<file path="src/rtl/spi_txn_arbiter.sv">
// Round-robin arbiter sharing one spi_controller among NUM_REQ requesters,
// with a one-entry inbound capture buffer carrying sticky overflow.
module spi_txn_arbiter #(
  parameter int NUM_REQ = 4,
  parameter int GUARD   = 2,
  parameter int TIMEOUT = 4096
) (
  input  logic                  clk,
  input  logic                  rst_n,
  input  logic [NUM_REQ-1:0]    req,
  input  logic [32*NUM_REQ-1:0] req_data,
  output logic [NUM_REQ-1:0]    grant,
  output logic [NUM_REQ-1:0]    done,
  output logic [NUM_REQ-1:0]    err,
  output logic                  ctrl_trigger_out,
  output logic [31:0]           ctrl_to_device,
  input  logic                  ctrl_spi_cs,
  input  logic [31:0]           ctrl_from_device,
  input  logic                  ctrl_from_device_rdy,
  output logic [31:0]           rx_data,
  output logic                  rx_valid,
  input  logic                  rx_ready,
  output logic                  rx_overflow,
  input  logic                  rx_overflow_clr
);

  localparam int IW = (NUM_REQ > 1) ? $clog2(NUM_REQ) : 1;
  localparam int GW = $clog2(GUARD + 2);

  typedef enum logic [2:0] {
    S_IDLE,
    S_ARB,
    S_TRIG,
    S_WSTART,
    S_WDONE,
    S_ACK,
    S_ERR
  } state_e;

  state_e               state_q, state_d;
  logic [NUM_REQ-1:0]   grant_q, grant_d;
  logic [IW-1:0]        ptr_q, ptr_d;
  logic [31:0]          tx_q, tx_d;
  logic [GW-1:0]        guard_q, guard_d;
  logic [15:0]          tmo_q, tmo_d;
  logic [31:0]          rx_data_q, rx_data_d;
  logic                 rx_valid_q, rx_valid_d;
  logic                 ovf_q, ovf_d;
  logic                 rdy_q;
  logic                 rdy_rise;

  logic [IW-1:0]        win;
  logic [NUM_REQ-1:0]   win_oh;
  logic                 found;
  logic [IW:0]          sum;
  logic [IW-1:0]        idx;

  // First requester after the last winner, with wrap-around
  always_comb begin
    win   = '0;
    found = 1'b0;
    sum   = '0;
    idx   = '0;
    for (int k = 1; k <= NUM_REQ; k++) begin
      sum = {1'b0, ptr_q} + (IW+1)'(k);
      if (sum >= (IW+1)'(NUM_REQ)) sum = sum - (IW+1)'(NUM_REQ);
      idx = sum[IW-1:0];
      if (!found && req[idx]) begin
        found = 1'b1;
        win   = idx;
      end
    end
    win_oh      = '0;
    win_oh[win] = 1'b1;
  end

  // Completion restarts the guard window so done-to-ARB spacing holds
  always_comb begin
    guard_d = guard_q;
    if (state_q == S_ACK || state_q == S_ERR) guard_d = '0;
    else if (!ctrl_spi_cs) guard_d = '0;
    else if (guard_q != GW'(GUARD)) guard_d = guard_q + 1'b1;
  end

  always_comb begin
    state_d = state_q;
    grant_d = grant_q;
    ptr_d   = ptr_q;
    tx_d    = tx_q;
    tmo_d   = tmo_q;
    unique case (state_q)
      S_IDLE: begin
        if (|req && guard_q == GW'(GUARD)) state_d = S_ARB;
      end
      S_ARB: begin
        if (found) begin
          grant_d = win_oh;
          tx_d    = req_data[{win, 5'd0} +: 32];
          ptr_d   = win;
          state_d = S_TRIG;
        end else begin
          state_d = S_IDLE;
        end
      end
      S_TRIG: begin
        tmo_d   = '0;
        state_d = S_WSTART;
      end
      S_WSTART: begin
        if (!ctrl_spi_cs) begin
          state_d = S_WDONE;
        end else begin
          tmo_d = tmo_q + 1'b1;
          if ({1'b0, tmo_q} + 17'd2 >= 17'(TIMEOUT)) state_d = S_ERR;
        end
      end
      S_WDONE: begin
        if (ctrl_spi_cs) state_d = S_ACK;
      end
      S_ACK, S_ERR: begin
        grant_d = '0;
        state_d = S_IDLE;
      end
      default: state_d = S_IDLE;
    endcase
  end

  assign rdy_rise = ctrl_from_device_rdy & ~rdy_q;

  always_comb begin
    rx_data_d  = rx_data_q;
    rx_valid_d = rx_valid_q;
    ovf_d      = ovf_q;
    if (rdy_rise) begin
      if (!rx_valid_q || rx_ready) begin
        rx_data_d  = ctrl_from_device;
        rx_valid_d = 1'b1;
      end
    end else if (rx_ready) begin
      rx_valid_d = 1'b0;
    end
    if (rx_overflow_clr) ovf_d = 1'b0;
    if (rdy_rise && rx_valid_q && !rx_ready) ovf_d = 1'b1;
  end

  always_ff @(posedge clk or negedge rst_n) begin
    if (!rst_n) begin
      state_q    <= S_IDLE;
      grant_q    <= '0;
      ptr_q      <= IW'(NUM_REQ - 1);
      tx_q       <= '0;
      guard_q    <= '0;
      tmo_q      <= '0;
      rx_data_q  <= '0;
      rx_valid_q <= 1'b0;
      ovf_q      <= 1'b0;
      rdy_q      <= 1'b0;
    end else begin
      state_q    <= state_d;
      grant_q    <= grant_d;
      ptr_q      <= ptr_d;
      tx_q       <= tx_d;
      guard_q    <= guard_d;
      tmo_q      <= tmo_d;
      rx_data_q  <= rx_data_d;
      rx_valid_q <= rx_valid_d;
      ovf_q      <= ovf_d;
      rdy_q      <= ctrl_from_device_rdy;
    end
  end

  assign grant            = grant_q;
  assign done             = (state_q == S_ACK) ? grant_q : '0;
  assign err              = (state_q == S_ERR) ? grant_q : '0;
  assign ctrl_trigger_out = (state_q == S_TRIG) & ctrl_spi_cs;
  assign ctrl_to_device   = tx_q;
  assign rx_data          = rx_data_q;
  assign rx_valid         = rx_valid_q;
  assign rx_overflow      = ovf_q;

endmodule

</file>
<file path="config.mk">
export PLATFORM = sky130hd
export DESIGN_NAME = spi_txn_arbiter
export DESIGN_NICKNAME = d
export VERILOG_FILES = /design/src/rtl/spi_txn_arbiter.sv
export SDC_FILE = /design/constraint.sdc
export NUM_CORES = 1
export LEC_CHECK = 0
export CORE_MARGIN = 2
export CORE_UTILIZATION = 38
export DETAILED_ROUTE_END_ITERATION = 12
export PLACE_DENSITY = 0.78
export SLEW_MARGIN = 25
export SYNTH_ARGS = -nofsm -noshare
export SYNTH_HDL_FRONTEND = slang
export SYNTH_SLANG_ARGS = --single-unit
</file>
<file path="constraint.sdc">
create_clock -name clk -period 2 [get_ports clk]
set_clock_uncertainty 0.05 [all_clocks]
set_input_delay 0.4 -clock clk [delete_from_list [all_inputs] [get_ports clk]]
set_output_delay 0.4 -clock clk [all_outputs]
set_load 0.02 [all_outputs]
</file>
# == After elaboration in Yosys (flattened, before gate mapping) ==
# Index checks and enable logic that the tools add are counted.
# totals
register_bits,94
in_bits,170
elab_cells,120
# classes
reduce_logical,27
n_shift,1
add_sub_neg,11
muxes,42
n_eq_ne,15
magnitude_cmp,11
bitwise_logic,3
# op_table
op,n
$shiftx 128x8->32,1
$pmux 16 s2,1
$mux 2,12
$add 16x2->17 const B,1
$ge 17x13->1 const B,1
$add 16x1->16 const B,1
$mux 16,1
$lt 2x3->1 const B,5
$pmux 3 s5,1
$mux 1,14
$ge 3x3->1 const B,4
$mux 3,4
$mux 4,3
$ne 2x2->1 const B,5
$reduce_and 2->1,5
$eq 3x3->1 const B,3
$bmux 1 s2,4
$pmux 4 s2,1
$reduce_bool 2->1,4
$sub 2x1->2 const B,4
$logic_and 1x1->1,7
$add 2x2->3 const B,2
$eq 3x2->1 const B,2
$logic_not 1->1,5
17 further kinds,19

# == Longest topological paths before layout ==
# logic_depth
word_depth,21
mapped_depth,7
depth_no_buf,5

# == Worst setup path after synthesis ==
# OpenSTA, ideal clock, no wires.
# synth_path
kind,register to register
from,reg state_q[2]
to,reg tmo_q[13]
n_path_buf,2
path_slack_ps,106
t_required_ps,1872
arrival_time_ps,1766
synth_period_minus_slack_ps,1894
stages_incl_launch_ff,7
cell_sequence,dfrtp_1 -> nand2b_4 -> buf_6 -> or3_1 -> buf_2 -> or4_1 -> a21oi_1
# synth_via
elab_chain_len,3
elab_cells_between_ends,6
classes_between,eq/ne (3); mux (1); reduce/logical (2)
# synth_lines
item,line,rtl
start: declaration,40,"state_e state_q, state_d;"
start signal: assignment,159,state_q <= state_d;
$eq 3x2->1,91,unique case (state_q)
$ne 2x2->1 (no source line) / $reduce_bool 2->1 (equally long branches),-,
$reduce_and 2->1 (no source line),-,
end signal: assignment,164,tmo_q <= tmo_d;
end: declaration,45,"logic [15:0] tmo_q, tmo_d;"
# Several ways; a longest one is shown, not always the timed one.
# A chain may end at the register's enable or synchronous reset.

# == Worst setup path in the final report ==
# layout_path
from,reg state_q[0]
to,reg tmo_q[15]
# The elaborated chain is that of the path after synthesis.

==> metrics.md <==
| Metric | Value |
|---|---|
| Post-synthesis area per instance | `around 10 sq um` |
| Required time of the critical path | `between 2 and 2.5 ns` |
| Number of flops mapped to enable cells by yosys | `0` |
| Highest metal layer used by the detailed router | `met4` |
| Highest attainable clock frequency | `between 0.5 and 0.6 GHz` |
| Slew at the pin closest to its max-slew limit | `around 0.69 ns` |
| Fin. Hold Viols | `0` |
| CTS root buf | `sky130_fd_sc_hd__clkbuf_16` |
| Area of placed instances | `between 8000 and 9000 sq um` |
| Number of antenna violations at the first check in global routing | `0` |
| Max rail drop VDD | `approximately 0.59 mV` |
| Total die area | `roughly 15000 sq um` |
| Number of buffers on the longest clock path | `2` |
| Worst slew margin relative to its limit | `0.539` |
| Most used standard cell by instance count after synthesis | `sky130_fd_sc_hd__dfrtp_1` |
| Proportion of netlist area held by the largest area contributor | `0.438` |
| Signed area change from the synthesized netlist to the final layout | `65.0%` |
| Kind of end point of the critical path | `flop` |
| Share of post-route cells with drive strength above 1 | `0.169` |
| Nets@finish | `between 900 and 1000` |
| Most common flop cell mapped by yosys | `sky130_fd_sc_hd__dfrtp_1` |
| I/O Buffers | `around 250` |
| Pin count of the biggest net entering global routing | `a little under 60` |
| Final ANT Viol Nets | `0` |
| Via count | `between 5000 and 6000` |
| Power per standard cell area | `around 1200 nW/um^2` |
| Total of flip-flops plus latches after synthesis | `94` |
| Arrival time worst endpoint | `between 2 and 2.5 ns` |
| Fill cell instance count of the final layout | `~1100` |
| Total Negative Setup Slacks | `0 ns` |
| Iteration count of the initial detailed-routing pass | `5` |
| Number of sinks driven by the clock tree | `94` |
| Ratio of final minimum period to clock period | `0.982` |
| Critical Setup Path Class | `flop to flop` |
| Leftover overflow at the end of global routing | `0` |
| Path depth of the worst reg2reg path | `5` |
| Top area cells in the synthesized netlist | `sky130_fd_sc_hd__dfrtp_1, sky130_fd_sc_hd__mux2_2, sky130_fd_sc_hd__a311o_1` |
| Gp weighted congestion | `~0.87` |
| Wire length of the first global-routing pass | `27.5 mm` |
| Die width | `~120 um` |
| Met2 layer wire length in the routed design | `9.22 mm` |
| HP Class | `input pin to asynchronous set/reset pin` |
| Run status | `finished clean` |
| Ys Warns | `0` |
| Clk Latency, worst-skew pair | `between 0.3 and 0.4 ns` |
| Clock tree from TritonCTS | `yes` |
| Count of distinct cell types in the synthesized netlist | `55` |
| Boundary pin count | `about 250` |
| Site row count | `42` |
| Number of pins with negative max-slew slack in the final report | `0` |
| Share of synthesized flip-flops with an asynchronous set or reset | `1.00` |
| Number of failing setup endpoints in the final timing report | `0` |
| Total clock buffers created by CTS | `9` |
| HPWL Detailed | `13.2 mm` |
| Post-Route WL | `17.6 mm` |
| DRC | `0` |
| Tmin final | `1.96 ns` |
| Total nets after synthesis | `slightly below 700` |
| Minimum setup slack among reg-to-reg paths | `between 0.03 and 0.04 ns` |
| FF-to-FF End | `tmo_q[15]` |
| Setup crit start kind | `flop` |
| Final std cell area, no fill | `about 8700 sq um` |
| Iteration-0 DRC count of the detailed router | `~260` |
| Most frequent cells after synthesis | `sky130_fd_sc_hd__dfrtp_1, sky130_fd_sc_hd__inv_1, sky130_fd_sc_hd__a2111oi_0` |
| Total global-route track usage | `0.239` |
| Cell type with the largest total area after synthesis | `sky130_fd_sc_hd__dfrtp_1` |
| Antenna fix cells | `0` |
| Initial cell density of the core | `0.393` |
| Post-synthesis cell area | `around 5300 sq um` |
| Reg clk slew, reported paths | `~0.07 ns` |
| Leakage dissipation | `about 3.5 nW` |
| Seq. cell area | `between 2000 and 2500 sq um` |
| Maximum fanout encountered on the critical timing path | `7` |
| Multi-input gate area in the final layout | `about 2600 sq um` |
| Standard cell core area | `approximately 13000 sq um` |
| Sequential fraction of the synthesis area | `0.448` |
| Via density per instance | `between 5 and 6` |
| M1 WL | `approximately 6.9 mm` |
| Average wire per cell in the routed design | `18.5 um` |
| Max H-tree Level | `3` |
| Cell count after synthesis | `between 500 and 600` |
| Maximum Capacitance Violations | `0` |
| Critical register-to-register path startpoint | `state_q[0]` |
| Via count of the first global-routing pass | `5446` |
| Total met3 wirelength after detailed routing | `~1 mm` |
| Overall die height | `~120 um` |
repair_timing:
item                                   in CTS  in global routing
buffers inserted                            0                  4
endpoints found under the hold margin       4                  0
pin swaps                                   0                  0
hold buffers                                1                  0
resized for setup                          17                 30
setup endpoints to repair                   9                 26
layout by cell type (no fill, tap or decap), types with 6 or more instances in the layout:
cell type	Yosys	routed
sky130_fd_sc_hd__nor3_1	6	6
sky130_fd_sc_hd__inv_1	42	42
sky130_fd_sc_hd__nand3_1	8	8
sky130_fd_sc_hd__a311o_1	31	31
sky130_fd_sc_hd__a21oi_1	14	12
sky130_fd_sc_hd__dfrtp_1	92	89
sky130_fd_sc_hd__nand2_1	20	20
sky130_fd_sc_hd__nor4_1	7	7
sky130_fd_sc_hd__mux2_2	31	31
sky130_fd_sc_hd__a2111oi_1	0	10
sky130_fd_sc_hd__o22a_1	31	31
sky130_fd_sc_hd__nor2_1	17	17
sky130_fd_sc_hd__clkbuf_2	1	6
sky130_fd_sc_hd__and2_1	8	8
sky130_fd_sc_hd__clkbuf_16	0	9
sky130_fd_sc_hd__buf_12	0	14
sky130_fd_sc_hd__clkdlybuf4s50_1	0	238
sky130_fd_sc_hd__buf_4	2	40
sky130_fd_sc_hd__a22o_1	31	31
sky130_fd_sc_hd__a2111oi_0	35	23
sky130_fd_sc_hd__o21ai_0	11	11
worst max path at each step:
stage                    start                  to  slack (ns)  depth (start not counted)
floorplan           state_q[2]           tmo_q[13]        0.11                          6
global placement        req[2]  ctrl_to_device[26]       -0.30                          6
detailed placement      req[2]  ctrl_to_device[30]       -0.36                          6
CTS                 state_q[0]              err[0]       0.001                          3
global route        state_q[0]           tmo_q[15]      -0.006                          5
finish              state_q[0]           tmo_q[15]        0.04                          5
power breakdown:
group | internal (W) | switching [W]
logic | 0.00277 | 0.00263
registers | 0.00252 | 0.000472
clock network | 0.000971 | 0.000763
total | 0.00626 | 0.00386
layout make-up:
cell class                      count  area share
Multi-Input combinational cell    323       0.300
Inverter                           43      0.0186
Sequential cell                    94       0.272
Clock buffer                        9      0.0260
Clock inverter                      6     0.00809
Timing Repair Buffer              302       0.350
Tap cell                          176      0.0254
through the flow:
stage | util | instances | total power [W] | hold slack (ns) | worst slack [ns]
finish | 0.649 | 953 | 0.0101 | 0.354 | 0.0359
global route | 0.649 | 953 | 0.0107 | 0.356 | -0.00561
CTS | 0.646 | 949 | 0.0101 | 0.342 | 0.00136
detailed placement | 0.623 | 933 | 0.00829 | 0.168 | -0.356
global placement | 0.623 | 933 | 0.00811 | 0.167 | -0.302
floorplan | - | 509 | 0.00569 | 0.0544 | 0.106
worst max-delay path: stages, from the launching register on:
cell                      delay (ns)
sky130_fd_sc_hd__dfrtp_2        0.44
sky130_fd_sc_hd__buf_4          0.17
sky130_fd_sc_hd__nor2b_1        0.17
sky130_fd_sc_hd__or3_4          0.36
sky130_fd_sc_hd__or4_1          0.51
sky130_fd_sc_hd__a21oi_1        0.19
layer usage:
layer | up-vias | GRT usage
li1 | 2477 | -
met1 | 2662 | 0.281
met2 | 202 | 0.419
met3 | 34 | 0.0515
met4 | 0 | 0.105
met5 | - | 0
flip-flops by register name, indices dropped and copies added, names as in the netlist:
register	cells
ctrl_to_device	32
tmo_q	16
rx_data	32
ptr_q	2
grant	4
rx_valid	1
rx_overflow	1
state_q	3
guard_q	2
rdy_q	1
kinds of logic after synthesis:
logic type,share of synthesized area
buffers and inverters,0.0708
AND/OR/NAND/NOR,0.108
XOR/XNOR,0.0117
AO/OA/AOI/OAI,0.273
multiplexers,0.0782
flip-flops,0.448
adder cells (fa/ha/maj),0.00953
(Power assumes the default switching activity.)
